==> config.mk <==
export PLATFORM = sky130hd
export DESIGN_NAME = funct_generator_loader
export DESIGN_NICKNAME = d
export VERILOG_FILES = /design/src/rtl/funct_generator_pkg.sv /design/src/rtl/loader_cnt.sv /design/src/rtl/funct_generator_loader.sv
export SDC_FILE = /design/constraint.sdc
export NUM_CORES = 1
export LEC_CHECK = 0
export BUFFER_PORTS_ARGS = -buffer_cell sky130_fd_sc_hd__buf_2
export CORE_ASPECT_RATIO = 2
export CORE_MARGIN = 2
export CORE_UTILIZATION = 40
export CTS_CLUSTER_SIZE = 12
export DETAILED_ROUTE_END_ITERATION = 12
export PLACE_DENSITY = 0.73
export SYNTH_ARGS = -nofsm -noshare
export SYNTH_HDL_FRONTEND = slang
export SYNTH_SLANG_ARGS = --single-unit
==> constraint.sdc <==
create_clock -name clk -period 5.3 [get_ports clk]
set_input_delay 0.53 -clock clk [delete_from_list [all_inputs] [get_ports clk]]
set_output_delay 0.53 -clock clk [all_outputs]
set_load 0.1 [all_outputs]
==> src/rtl/funct_generator_pkg.sv <==
// Shared types and helpers for the function generator sample loader.
package funct_generator_pkg;

    typedef enum logic [1:0] {
        IDLE = 2'd0,
        LOAD = 2'd1,
        RUN  = 2'd2
    } loader_state_t;

    localparam int DW_DEF = 8;
    localparam int AW_DEF = 6;

    // A load length is usable when it is non-zero and fits the 2^aw sample RAM.
    function automatic logic len_ok(input logic [31:0] len, input int unsigned aw);
        return (len != 32'd0) && (len <= (32'd1 << aw));
    endfunction

endpackage

==> src/rtl/loader_cnt.sv <==
// Up-counter with synchronous clear and count enable; clear has priority.
module loader_cnt #(
    parameter int W = 7
) (
    input  logic         clk,
    input  logic         rst_n,
    input  logic         clr_i,
    input  logic         en_i,
    output logic [W-1:0] cnt_o
);

    logic [W-1:0] cnt_q;

    // Count register; reset and clear both return to zero.
    always_ff @(posedge clk) begin
        if (!rst_n)      cnt_q <= '0;
        else if (clr_i)  cnt_q <= '0;
        else if (en_i)   cnt_q <= cnt_q + W'(1);
    end

    assign cnt_o = cnt_q;

endmodule

==> src/rtl/funct_generator_loader.sv <==
// Drains waveform samples from the upstream FIFO into the generator sample RAM,
// holds the generator in configuration while loading, then releases it to run.
// Optional FIFO-starvation timeout: define LOADER_TIMEOUT_EN.
//
// state | meaning
// IDLE  | generator disabled, waiting for start_i
// LOAD  | popping FIFO and writing sample RAM, generator held in configure
// RUN   | samples loaded, generator running
module funct_generator_loader
    import funct_generator_pkg::*;
#(
    parameter int DW  = DW_DEF,
    parameter int AW  = AW_DEF,
    parameter int TMO = 255
) (
    input  logic          clk,
    input  logic          rst_n,
    input  logic          start_i,
    input  logic          stop_i,
    input  logic [AW:0]   len_i,
    input  logic          fifo_empty_i,
    input  logic [DW-1:0] fifo_data_i,
    output logic          fifo_rd_o,
    output logic          mem_we_o,
    output logic [AW-1:0] mem_addr_o,
    output logic [DW-1:0] mem_data_o,
    output logic          enh_conf_o,
    output logic          en_low_o,
    output logic          busy_o,
    output logic          done_o,
    output logic          err_o
);

    loader_state_t state_q, state_d;
    logic [AW:0]   len_q, len_d;
    logic [AW:0]   rd_cnt, wr_cnt;
    logic          rd_q;
    logic          load_go;
    logic          start_ok;
    logic          last_wr;
    logic          tmo_hit;
    logic          enh_conf_q, enh_conf_d;
    logic          en_low_q, en_low_d;
    logic          busy_q, busy_d;
    logic          done_q, done_d;
    logic          err_q, err_d;

    assign start_ok = len_ok(32'(len_i), AW);
    assign last_wr  = rd_q && (wr_cnt == (len_q - (AW+1)'(1)));

    // Pop strobe; gated by reset so a reset cycle never consumes a sample.
    assign fifo_rd_o = rst_n && (state_q == LOAD) && !fifo_empty_i
                       && (rd_cnt < len_q) && !stop_i && !tmo_hit;

    // RAM write follows the pop by one cycle; data passes straight from the FIFO.
    assign mem_we_o   = rst_n && rd_q;
    assign mem_addr_o = mem_we_o ? wr_cnt[AW-1:0] : '0;
    assign mem_data_o = mem_we_o ? fifo_data_i : '0;

    loader_cnt #(.W(AW+1)) u_rd_cnt (
        .clk   (clk),
        .rst_n (rst_n),
        .clr_i (load_go),
        .en_i  (fifo_rd_o),
        .cnt_o (rd_cnt)
    );

    loader_cnt #(.W(AW+1)) u_wr_cnt (
        .clk   (clk),
        .rst_n (rst_n),
        .clr_i (load_go),
        .en_i  (mem_we_o),
        .cnt_o (wr_cnt)
    );

`ifdef LOADER_TIMEOUT_EN
    localparam int TW = $clog2(TMO + 1);
    logic [TW-1:0] tmo_cnt;

    loader_cnt #(.W(TW)) u_tmo_cnt (
        .clk   (clk),
        .rst_n (rst_n),
        .clr_i (load_go || fifo_rd_o || (state_q != LOAD)),
        .en_i  ((state_q == LOAD) && fifo_empty_i && (rd_cnt < len_q) && !tmo_hit),
        .cnt_o (tmo_cnt)
    );

    assign tmo_hit = (state_q == LOAD) && (tmo_cnt == TW'(TMO));
`else
    assign tmo_hit = 1'b0;
`endif

    // Next state and registered output values; stop_i outranks start_i everywhere.
    always_comb begin
        state_d = state_q;
        len_d   = len_q;
        load_go = 1'b0;
        done_d  = 1'b0;
        err_d   = 1'b0;
        case (state_q)
            IDLE, RUN: begin
                if (stop_i) begin
                    state_d = IDLE;
                end else if (start_i) begin
                    if (start_ok) begin
                        state_d = LOAD;
                        len_d   = len_i;
                        load_go = 1'b1;
                    end else begin
                        err_d = 1'b1;
                    end
                end
            end
            LOAD: begin
                if (stop_i) begin
                    state_d = IDLE;
                end else if (tmo_hit) begin
                    state_d = IDLE;
                    err_d   = 1'b1;
                end else if (last_wr) begin
                    state_d = RUN;
                    done_d  = 1'b1;
                end
            end
            default: state_d = IDLE;
        endcase
        enh_conf_d = (state_d == LOAD);
        en_low_d   = (state_d != RUN);
        busy_d     = (state_d == LOAD);
    end

    // State, latched length, pop pipeline and registered outputs.
    always_ff @(posedge clk) begin
        if (!rst_n) begin
            state_q    <= IDLE;
            len_q      <= '0;
            rd_q       <= 1'b0;
            enh_conf_q <= 1'b0;
            en_low_q   <= 1'b1;
            busy_q     <= 1'b0;
            done_q     <= 1'b0;
            err_q      <= 1'b0;
        end else begin
            state_q    <= state_d;
            len_q      <= len_d;
            rd_q       <= fifo_rd_o;
            enh_conf_q <= enh_conf_d;
            en_low_q   <= en_low_d;
            busy_q     <= busy_d;
            done_q     <= done_d;
            err_q      <= err_d;
        end
    end

    assign enh_conf_o = enh_conf_q;
    assign en_low_o   = en_low_q;
    assign busy_o     = busy_q;
    assign done_o     = done_q;
    assign err_o      = err_q;

endmodule

Word level (Yosys, flattened, before mapping)
Index checks and enable logic that the tools add are counted.

Bits in registers: 28. Bits in latches: 0. Bits in writable memories: 0. Bits in read-only memories: 0. Input bits: 20. Output and inout port bits: 21. Logic and storage cells: 54. Memories kept: 0.

Add/sub/neg operators: 3. $mul: 0. Div/mod/pow operators: 0. Order comparisons: 2. Equality and inequality tests: 5. Shift operators: 0. Muxes and demuxes: 14. Bitwise gates (word level): 5. Reduce and logical (&&, ||, !) cells: 16.

Operators with widths (number): $add A7 B1 Y7 const B (2); $mux W2 (5); $mux W8 (1); $eq A7 B7 Y1 (1); $le A7 B7 Y1 const B (1); $logic_and A1 B1 Y1 (7); $lt A7 B7 Y1 (1); $reduce_bool A7 Y1 (1); $sub A7 B1 Y7 const B (1); $mux W1 (6); $mux W6 (1); $not A1 Y1 (5); $eq A2 B1 Y1 const B (2); $pmux W2 S2 (1); $reduce_and A4 Y1 (1); $reduce_or A2 Y1 (2); $reduce_or A4 Y1 (1); $reduce_or A3 Y1 (1); $eq A2 B2 Y1 const B (1); $logic_not A1 Y1 (2); $logic_not A2 Y1 (1); $ne A2 B2 Y1 const B (1).

Logic depth before layout (Yosys ltp)
Gate-level depths: netlist (run 1).

Depth in word-level cells: 7. Depth in mapped cells: 8. Depth with buffers taken out: 7.

Hierarchy
Synthesis (run 1) repeated with hierarchy kept, for this count alone.

Cell total of the unflattened synthesis: 186. Area, all modules: 1569.0 um^2.

Modules (own cells, without submodules): funct_generator_loader (times used 1, cells an instance 126, area an instance 1011.0 um^2, seq. area each 280.3 um^2); loader_cnt (times used 2, cells an instance 30, area an instance 279.0 um^2, seq. area each 140.1 um^2).

Least setup slack after synthesis (run 1)
No wires, ideal clock.

Path kind: reg-to-output. Start point: register len_q[4]. End point: output port fifo_rd_o. Arrival: 2733 ps. Required time: 4770 ps. Setup slack: 2037 ps. Cell stages (with the launch flop): 8. Buffers on the path: 1. Cell sequence: dfxtp_1 > inv_1 > ha_1 > a211oi_1 > nor2_1 > a211o_1 > buf_2 > nor2_1.

Longest elaborated chain between the ends: 3.

Ends and longest elaborated chain: from (decl) (RTL line funct_generator_loader.sv:35) `logic [AW:0] len_q, len_d;`; from (signal assigned) (RTL line funct_generator_loader.sv:145) `len_q <= len_d;`; $lt A7 B7 Y1 (RTL line funct_generator_loader.sv:53) `&& (rd_cnt < len_q) && !stop_i && !tmo_hit;`; $logic_and A1 B1 Y1 (2 in series) (RTL line funct_generator_loader.sv:53); to (decl) (RTL line funct_generator_loader.sv:23) `output logic fifo_rd_o,`.

No other way between the ends.

Worst setup path in the final report (run 1)
Same ends and word-level chain as after synthesis.

==> flow_summary_export.csv, run 1 <==
group,metric,value,unit
critical_path,crit_slowest_cell,"buf_2",
sta,finalSetupTns,0,ns
die,die_area,4920,sq um
synthesis,synth_area_leaders,"dfxtp_1, and3_1, ha_1",
layout,final_nets,266,
critical_path,crit_family,"compound AO/OA/AOI/OAI gates",
layout,fill_cells,433,
sta,rsz0062_at_grt,"no",
grt,grt_max_degree,21,
detailed_routing,route.vias.total,1579,
critical_path,cp.arrival,2.50,ns
clock_network,clockRootBuffer,"clkbuf_8",
grt,grt_pass1_wl,6490,um
die,die_width,50.6,um
sta,finalHoldViolCount,0,
layout,final_cell_count_no_fill,290,
layout,drive_above_1_share,23.7,%
synthesis,synth_nets,232,
die,io-pin-count,41,
critical_path,path_buf_inv,2,
pwr,leakage,0.895,nW
sta,tightest_slew,0.555,ns
detailed_routing,wl_per_cell,13.7,um
layout,postLayoutCoreUtil,47.6,%
job,maxCapViolations,0,
critical_path,critPathKind,"flip-flop to output pin",
placement,dp_cells,286,
synthesis,yosys.area_share.simple,29.4,%
layout,synthToLayoutAreaGrowth,16.5,%
critical_path,startpoint_type,"flip-flop",
placement,hpwl,3030,um
clock_network,cts_tree,"done",
grt,antenna_found_initial,0,
clock_network,clk_latency,0.28,ns
placement,gp_congestion,0.807,
sta,period_share,57.1,%
clock_network,clock-sinks,28,
synthesis,synth_area,1740,sq um
pwr,max-vdd-ir-drop,136,uV
detailed_routing,dr.first_iter.drc_count,56,
critical_path,critPathMaxStageDelay,0.46,ns
detailed_routing,viasPerCell,5.44,
critical_path,cp_common_cell,"nor2_1",
detailed_routing,wl,3960,um
clock_network,cts.clk_slew.worst_paths,0.10,ns
clock_network,cts_buffers,3,
sta,slew_violations,0,
synthesis,yosys.area.top_type,"dfxtp_1",
synthesis,synth_top_family_by_area,"simple AND/OR/NAND/NOR gates",
synthesis,ys_types,42,
die,die_y,97.3,um
pwr,p_per_area,218,nW/um^2
layout,num_antenna_cells,0,
critical_path,endpoint_kind,"output pin",
die,start_util,40.9,%
synthesis,ys_seq_area_share,32.2,%
synthesis,synth-compound-area-share,16.3,%
clock_network,cts_hold_buffers,0,
sta,slew_headroom,62.7,%
grt,grt_use_total,16.5,%
clock_network,clk_path_buf_depth,2,
synthesis,postSynthAreaPerCell,8.57,sq um
synthesis,yosysWarnings,0,
synthesis,synth_mux_area_share,1.73,%
die,design.core.area,4250,sq um
detailed_routing,ant_nets,0,
grt,overflow,0,
critical_path,cp_data_required_time,4.77,ns
synthesis,synth_top_area_share,32.2,%
critical_path,crit_chain,"inv_1, ha_1, a211oi_1, nor2_1, a211o_1, nor2_1, buf_2",
detailed_routing,first_pass_iters,4,
synthesis,synthesis.instances,203,
sta,whs,0.479,ns
worst_hold_path,hold_path_class,"flip-flop to flip-flop",
detailed_routing,drc,0,
synthesis,synth-adder-area-share,6.47,%
sta,fmax,0.330,GHz
synthesis,ys_seq_elements,28,
sta,fin_skew,0.00122,ns
clock_network,postCtsSetupRepairBufs,0,
status,status,"complete, no violations",
clock_network,htreeDepth,1,
placement,io_buffer_count,40,
sta,final.min_clock_period,3.03,ns
grt,grt_pass1_vias,1467,
synthesis,synth_xor_area_share,8.06,%
layout,layout.area.seq,561,sq um
sta,setup_viol,0,
critical_path,crit_path_max_fanout,13,
die,rows,34,
layout,multiInputGateArea,1080,sq um
pwr,total_power,442,uW
clock_network,cts_resized,0,
-- power breakdown --
part	total, mW	internal (mW)	switching [mW]
Combinational	0.0561	0.0204	0.0357
Sequential	0.215	0.213	0.00272
Clock	0.171	0.101	0.0695
-- per-layer routing --
| layer | vias to the layer above | part of all wire [%] | GRT usage (%) |
|---|---|---|---|
| li1 | 782 | - | - |
| met1 | 719 | 39 | 19.3 |
| met2 | 68 | 50 | 29.0 |
| met3 | 10 | 7.5 | 2.31 |
| met4 | 0 | 2.8 | 6.86 |
| met5 | - | 0 | 0 |
-- placed cells by master (no fill, tap or decap), types with 2 or more instances in the layout --
cell type / synthesis / layout
a2111oi_2: 2 / 2
a2111oi_4: 2 / 2
a211o_1: 2 / 2
a21oi_1: 11 / 11
and2_1: 2 / 2
and3_1: 18 / 18
buf_2: 2 / 40
clkbuf_8: 0 / 3
dfxtp_1: 28 / 28
ha_1: 9 / 9
inv_1: 11 / 11
mux2i_1: 3 / 3
nand2_1: 9 / 9
nand2b_1: 3 / 3
nand3_1: 4 / 4
nand4_1: 5 / 5
nor2_1: 26 / 26
nor3_1: 10 / 10
nor3b_1: 2 / 2
o21ai_0: 5 / 5
o31ai_1: 3 / 3
or2_1: 2 / 2
or3_1: 2 / 2
or4_1: 3 / 3
xnor2_1: 8 / 8
xor2_1: 8 / 8
-- per-stage QoR --
stage | cell area (sq um) | worst slack [ns]
final | 2030 | 2.27
after global routing | 2030 | 2.12
after CTS | 2030 | 2.29
after detailed placement | 1950 | 2.63
after global placement | 1950 | 2.74
after floorplan | 1740 | 2.04
-- path summary, 6_finish.rpt --
| check | start | endpoint | slack, ns | cells past startpoint |
|---|---|---|---|---|
| worst max-delay path | len_q[4]$_SDFFE_PN0P_ | fifo_rd_o | 2.27 | 7 |
| worst min-delay path | u_rd_cnt.cnt_o[6]$_SDFFE_PP0P_ | u_rd_cnt.cnt_o[6]$_SDFFE_PP0P_ | 0.48 | 2 |
| worst max register to register | len_q[4]$_SDFFE_PN0P_ | u_rd_cnt.cnt_o[3]$_SDFFE_PP0P_ | 3.03 | 7 |
| worst min register to register | u_rd_cnt.cnt_o[6]$_SDFFE_PP0P_ | u_rd_cnt.cnt_o[6]$_SDFFE_PP0P_ | 0.48 | 2 |
-- worst min-delay path, stage by stage, from the launching register on --
cell	delay, ns
dfxtp_1	0.33
nand2_1	0.05
mux2i_1	0.05
-- cell usage after synthesis, drive strengths merged --
library cell / number
nand2: 9
and3: 18
o2111a: 1
xnor2: 8
o31ai: 4
buf: 4
nand3: 4
nor2: 26
or2: 3
xor2: 8
nor3: 10
o21ai: 5
nor4: 2
clkbuf: 8
a211oi: 2
nor3b: 3
a211o: 2
ha: 9
or3: 2
or4: 3
nand2b: 3
inv: 11
a31oi: 1
and2: 2
o311a: 1
and4: 1
a41o: 1
a2111oi: 4
or3b: 1
dfxtp: 28
mux2i: 3
nand4: 5
a21oi: 11
-- sequential cells by signal (all words and copies together), names as in the netlist --
register        flops
state_q             2
en_low_o            1
u_rd_cnt.cnt_o      7
done_o              1
u_wr_cnt.cnt_o      7
busy_o              1
err_o               1
len_q               7
rd_q                1
-- layout make-up --
class                   count  share of cell area [%]
multi-input cells         152                    53.2
clock inverters             1                    1.48
flip-flops and latches     28                    27.7
repair buffers             41                    10.3
clock buffers               3                    2.04
well taps                  54                    3.34
inverters                  11                    2.04
-- kinds of logic after synthesis --
group / after synthesis
and+or+nand+nor: 92
AOI/OAI and AO/OA: 32
DFF: 28
buffers and inverters: 23
xor gates and xnor gates: 16
adders and majority gates: 9
muxes: 3
Note: power is estimated with default switching activity, not from simulation.
==> inputs of run 2 (changes only) <==
--- a/config.mk
+++ b/config.mk
@@ -11,7 +11,7 @@
 export CORE_UTILIZATION = 40
 export CTS_CLUSTER_SIZE = 12
 export DETAILED_ROUTE_END_ITERATION = 12
-export PLACE_DENSITY = 0.73
+export PLACE_DENSITY = 0.76
 export SYNTH_ARGS = -nofsm -noshare
 export SYNTH_HDL_FRONTEND = slang
 export SYNTH_SLANG_ARGS = --single-unit
==> constraint.sdc (replaced) <==
create_clock -name clk -period 2.7 [get_ports clk]
set_input_delay 0.27 -clock clk [delete_from_list [all_inputs] [get_ports clk]]
set_output_delay 0.27 -clock clk [all_outputs]
set_load 0.1 [all_outputs]
==> run 2 against run 1 <==
Effect of this change: utilization up 0.29 points; highest routed layer unchanged; cell count is 0.34% higher; register-to-register slack worse by 2.6 ns; total power up 95%; cell area rose by 0.62%; count of clock-buffer cells in the layout did not move; sequential power up 97%; global-route usage is 1.7 points higher; sequential share of layout area down 0.17 points.
==> flow_summary_export.csv, run 2 (same netlist as run 1, synthesis figures left out) <==
group,metric,value,unit
placement,io_buffer_count,40,
grt,grt_use_total,18.2,%
sta,tightest_slew,0.489,ns
critical_path,startpoint_type,"flip-flop",
layout,synthToLayoutAreaGrowth,17.2,%
critical_path,cp_data_required_time,2.43,ns
detailed_routing,ant_nets,0,
placement,gp_congestion,1.01,
critical_path,r2r_start,"len_q[4]$_SDFFE_PN0P_",
critical_path,critPathMaxStageDelay,0.42,ns
detailed_routing,wl_per_cell,14.5,um
critical_path,critPathKind,"flip-flop to output pin",
grt,grt_pass1_wl,7140,um
grt,grt_pass1_vias,1595,
die,die_width,50.6,um
critical_path,crit_path_max_fanout,13,
job,maxCapViolations,0,
critical_path,rr_worst_depth,7,
detailed_routing,wl,4220,um
detailed_routing,drc,0,
detailed_routing,viasPerCell,5.59,
sta,rsz0062_at_grt,"no",
worst_hold_path,hp-start,"len_i[1]",
detailed_routing,route.vias.total,1626,
clock_network,postCtsSetupRepairBufs,0,
critical_path,crit_chain,"inv_1, ha_1, a211oi_1, nor2_1, a211o_1, nor2_2, buf_4",
clock_network,clockRootBuffer,"clkbuf_8",
pwr,p_per_area,424,nW/um^2
die,io-pin-count,41,
sta,period_share,93.6,%
layout,drive_above_1_share,24.5,%
critical_path,crit_slowest_cell,"a211o_1",
die,die_y,97.3,um
sta,whs,0.251,ns
critical_path,cp.arrival,2.26,ns
layout,final_cell_mix,"buf_2, dfxtp_1, nor2_1",
sta,finalSetupTns,0,ns
die,die_area,4920,sq um
detailed_routing,dr.first_iter.drc_count,48,
sta,setup_viol,0,
sta,slew_headroom,67.1,%
worst_hold_path,holdPathStages,3,
critical_path,endpoint_kind,"output pin",
die,start_util,40.9,%
grt,overflow,0,
detailed_routing,first_pass_iters,4,
pwr,leakage,0.899,nW
clock_network,cts_buffers,3,
sta,setup_slack,0.172,ns
layout,final_nets,267,
placement,pre_cts_ws,0.372,ns
critical_path,worstSetupStartpoint,"len_q[4]$_SDFFE_PN0P_",
die,rows,34,
grt,antenna_found_initial,0,
clock_network,cts_tree,"done",
layout,final_cell_count_no_fill,291,
worst_hold_path,hold_path_class,"primary input to flip-flop",
pwr,max-vdd-ir-drop,444,uV
die,design.core.area,4250,sq um
sta,final.min_clock_period,2.53,ns
placement,dp_cells,287,
layout,final_common_cell,"buf_2",
sta,slew_violations,0,
clock_network,clk_latency,0.27,ns
clock_network,clk_path_buf_depth,2,
clock_network,cts_hold_buffers,0,
placement,hpwl,3260,um
clock_network,htreeDepth,1,
layout,num_antenna_cells,0,
clock_network,clock-sinks,28,
clock_network,cts.clk_slew.worst_paths,0.09,ns
sta,fmax,0.396,GHz
grt,grt_max_degree,20,
sta,finalHoldViolCount,0,
sta,fin_skew,0.00323,ns
status,status,"complete, no violations",
[run 2: area by class of cell]
type / instances / area [sq um]
fillers: 437 / 2220
multi-input cells: 152 / 1080
flip-flops and latches: 28 / 561
repair buffers: 42 / 218
well taps: 54 / 67.6
clock buffers: 3 / 41.3
inverters: 11 / 41.3
clock inverters: 1 / 30.0
[run 2: metrics by stage]
step	cell area, sq um	power [mW]	util, %
final	2040	0.864	47.9
after global routing	2040	0.892	47.9
after CTS	2040	0.869	47.9
after detailed placement	1960	0.546	46.2
after global placement	1960	0.541	46.2
after floorplan	1740	0.511	-
[run 2: critical path, delay by kind of cell, from the launching register on]
family,cells,cell delay [ns]
flops,1,0.39
fa+ha+maj,1,0.31
buf+inv,2,0.39
simple gates,2,0.24
compound gates,2,0.65
[run 2: report_power, final]
group,total (mW),switching [mW],internal (mW)
clock,0.327,0.128,0.199
sequential,0.423,0.00562,0.417
combinational,0.114,0.0726,0.0412
total,0.864,0.206,0.657
[run 2: worst paths after layout]
kind / endpoint / slack, ns
setup / recovery: fifo_rd_o / 0.17
hold / removal: len_q[1]$_SDFFE_PN0P_ / 0.25
setup reg to reg: u_rd_cnt.cnt_o[3]$_SDFFE_PP0P_ / 0.44
hold reg to reg: u_rd_cnt.cnt_o[6]$_SDFFE_PP0P_ / 0.50
[run 2: what timing repair did]
| action | 4_1_cts | 5_1_grt |
|---|---|---|
| resized for setup | 0 | 2 |
| hold endpoints to repair | 0 | 0 |
| setup endpoints to repair | 0 | 1 |
[run 2: per-layer routing]
| metal | track usage [%] | share of wire (%) | vias up |
|---|---|---|---|
| met5 | 0 | 0 | - |
| met4 | 8.11 | 3.7 | 0 |
| met3 | 2.15 | 6.3 | 15 |
| met2 | 31.7 | 51 | 71 |
| met1 | 21.6 | 39 | 755 |
| li1 | - | - | 785 |
==> inputs of run 3 (changes only) <==
--- a/config.mk
+++ b/config.mk
@@ -11,7 +11,8 @@
 export CORE_UTILIZATION = 40
 export CTS_CLUSTER_SIZE = 12
 export DETAILED_ROUTE_END_ITERATION = 12
-export PLACE_DENSITY = 0.76
+export PLACE_DENSITY = 0.77
 export SYNTH_ARGS = -nofsm -noshare
 export SYNTH_HDL_FRONTEND = slang
+export SYNTH_HIERARCHICAL = 1
 export SYNTH_SLANG_ARGS = --single-unit
==> run 3 against run 2 <==
Effect of this change: die area down 9.2%; count of clock-buffer cells in the layout stayed put; fmax increased by 0.21%; total power is 14% lower.
==> flow_summary_export.csv, run 3 <==
group,metric,value,unit
detailed_routing,dr.first_iter.drc_count,31,
sta,finalSetupTns,0,ns
sta,slew_headroom,67.6,%
synthesis,synthArstFlopShare,0,%
sta,fmax,0.396,GHz
sta,period_share,93.4,%
synthesis,synthesis.instances,186,
synthesis,netlist_top_cells_count,"dfxtp_1, nor2_1, nand2_1",
clock_network,clk_latency,0.27,ns
placement,dp_cells,276,
die,die_area,4470,sq um
grt,grt_pass1_wl,5660,um
synthesis,synth_area,1570,sq um
sta,finalHoldViolCount,0,
die,die_y,92.6,um
detailed_routing,route.vias.total,1454,
status,status,"complete, no violations",
pwr,leakage,0.862,nW
critical_path,endpoint_kind,"output pin",
layout,final_nets,259,
synthesis,yosys.area.top_type,"dfxtp_1",
sta,final.min_clock_period,2.52,ns
grt,overflow,0,
detailed_routing,drc,0,
layout,final_cell_count_no_fill,279,
synthesis,ys_seq_area_share,35.7,%
layout,fill_cells,376,
clock_network,clock-sinks,28,
synthesis,synth_top_area_share,35.7,%
clock_network,clockRootBuffer,"clkbuf_8",
synthesis,synth_nets,215,
layout,synthToLayoutAreaGrowth,20.9,%
die,die_width,48.3,um
synthesis,ys_types,36,
clock_network,cts.clk_slew.worst_paths,0.09,ns
sta,tightest_slew,0.490,ns
worst_hold_path,hold_path_class,"primary input to flip-flop",
worst_hold_path,holdPathStages,3,
clock_network,clk_path_buf_depth,2,
placement,gp_congestion,0.792,
synthesis,ys_seq_elements,28,
synthesis,yosysMostFrequentCell,"dfxtp_1",
grt,grt_use_total,17.0,%
detailed_routing,ant_nets,0,
clock_network,cts_buffers,3,
layout,final_cell_mix,"buf_2, dfxtp_1, nor2_1",
placement,io_buffer_count,40,
die,io-pin-count,41,
synthesis,ys.flop_type,"dfxtp_1",
clock_network,postCtsSetupRepairBufs,0,
placement,hpwl,2840,um
detailed_routing,wl_per_cell,12.7,um
critical_path,startpoint_type,"flip-flop",
clock_network,htreeDepth,1,
pwr,max-vdd-ir-drop,268,uV
synthesis,synth_area_leaders,"dfxtp_1, ha_1, xor2_1",
clock_network,cts_resized,0,
detailed_routing,wl,3560,um
die,design.core.area,3800,sq um
synthesis,postSynthAreaPerCell,8.44,sq um
synthesis,yosysWarnings,6,
sta,slew_violations,0,
layout,final_common_cell,"buf_2",
grt,grt_max_degree,28,
sta,setup_viol,0,
grt,grt_pass1_vias,1381,
die,start_util,41.3,%
job,maxCapViolations,0,
critical_path,cp.arrival,2.25,ns
critical_path,crit_path_max_fanout,7,
die,rows,32,
clock_network,cts_tree,"done",
detailed_routing,first_pass_iters,4,
grt,antenna_found_initial,0,
critical_path,cp_data_required_time,2.43,ns
layout,num_antenna_cells,0,
pwr,p_per_area,390,nW/um^2
clock_network,cts_hold_buffers,0,
sta,rsz0062_at_grt,"no",
detailed_routing,viasPerCell,5.21,
critical_path,rr_worst_depth,9,
layout,drive_above_1_share,22.8,%
synthesis,synth_edf_count,0,
sta,fin_skew,0.00140,ns
critical_path,critPathKind,"flip-flop to output pin",
run 3: cell count changes in the layout (fill, tap and decap cells not counted), moves of 4 or more:
| cell | delta |
|---|---|
| o21ai_0 | +4 |
| nand2_1 | +7 |
| and3_1 | -4 |
| nor2b_1 | +4 |
| nor3_1 | -8 |
| nor2_1 | -7 |
| a21boi_0 | +5 |
run 3: cells by family after synthesis:
kind of cell	count (synthesis)	share of synthesized area, %
AO/OA/AOI/OAI	33	13.4
XOR/XNOR	18	10.0
adder cells (fa/ha/maj)	9	7.18
buffers and inverters	15	3.83
flip-flops	28	35.7
multiplexers	4	2.55
AND/OR/NAND/NOR	79	27.3
run 3: per-layer routing:
| metal | track usage [%] | up-vias | share of wire [%] |
|---|---|---|---|
| met3 | 0.585 | 9 | 2.9 |
| met1 | 17.8 | 670 | 38 |
| met2 | 30.7 | 40 | 56 |
| met4 | 9.01 | 0 | 3.3 |
| met5 | 0 | - | 0 |
| li1 | - | 735 | - |
run 3: metrics by stage:
stage	setup slack (ns)	util, %	hold slack, ns	instance area, sq um	total power [mW]
after floorplan	0.0450	-	0.426	1580	0.495
after global placement	0.498	48.8	0.473	1860	0.527
after detailed placement	0.434	48.8	0.496	1860	0.529
after CTS	0.170	49.9	0.278	1900	0.744
after global routing	0.0426	49.9	0.284	1900	0.776
final	0.177	49.9	0.283	1900	0.739
run 3: final timing paths:
check	from	endpoint	slack (ns)
max	len_q[2]$_SDFFE_PN0P_	fifo_rd_o	0.18
max reg2reg	len_q[2]$_SDFFE_PN0P_	u_rd_cnt/cnt_o[6]$_SDFFE_PP0P_	0.40
min	len_i[3]	len_q[3]$_SDFFE_PN0P_	0.28
min reg2reg	u_rd_cnt/cnt_o[6]$_SDFFE_PP0P_	u_rd_cnt/cnt_o[6]$_SDFFE_PP0P_	0.51
run 3: layout make-up:
cell class | count | area (sq um) | share of cell area (%)
sequential | 28 | 561 | 29.6
inverter | 10 | 37.5 | 1.98
timing repair buffer | 44 | 230 | 12.1
multi-input combinational | 143 | 963 | 50.8
tap | 51 | 63.8 | 3.36
clock buffer | 3 | 41.3 | 2.18
run 3: power breakdown:
group	total, mW	switching [mW]	internal [mW]
sequential	0.423	0.00537	0.418
clock	0.220	0.120	0.100
combinational	0.0961	0.0593	0.0368
run 3: worst max-delay path: stages (launching register included):
cell and delay [ns]:
dfxtp_1 0.45, inv_1 0.07, ha_1 0.28, a21boi_0 0.12, o21ai_0 0.15, a21oi_1 0.14
a31oi_4 0.29, buf_2 0.48
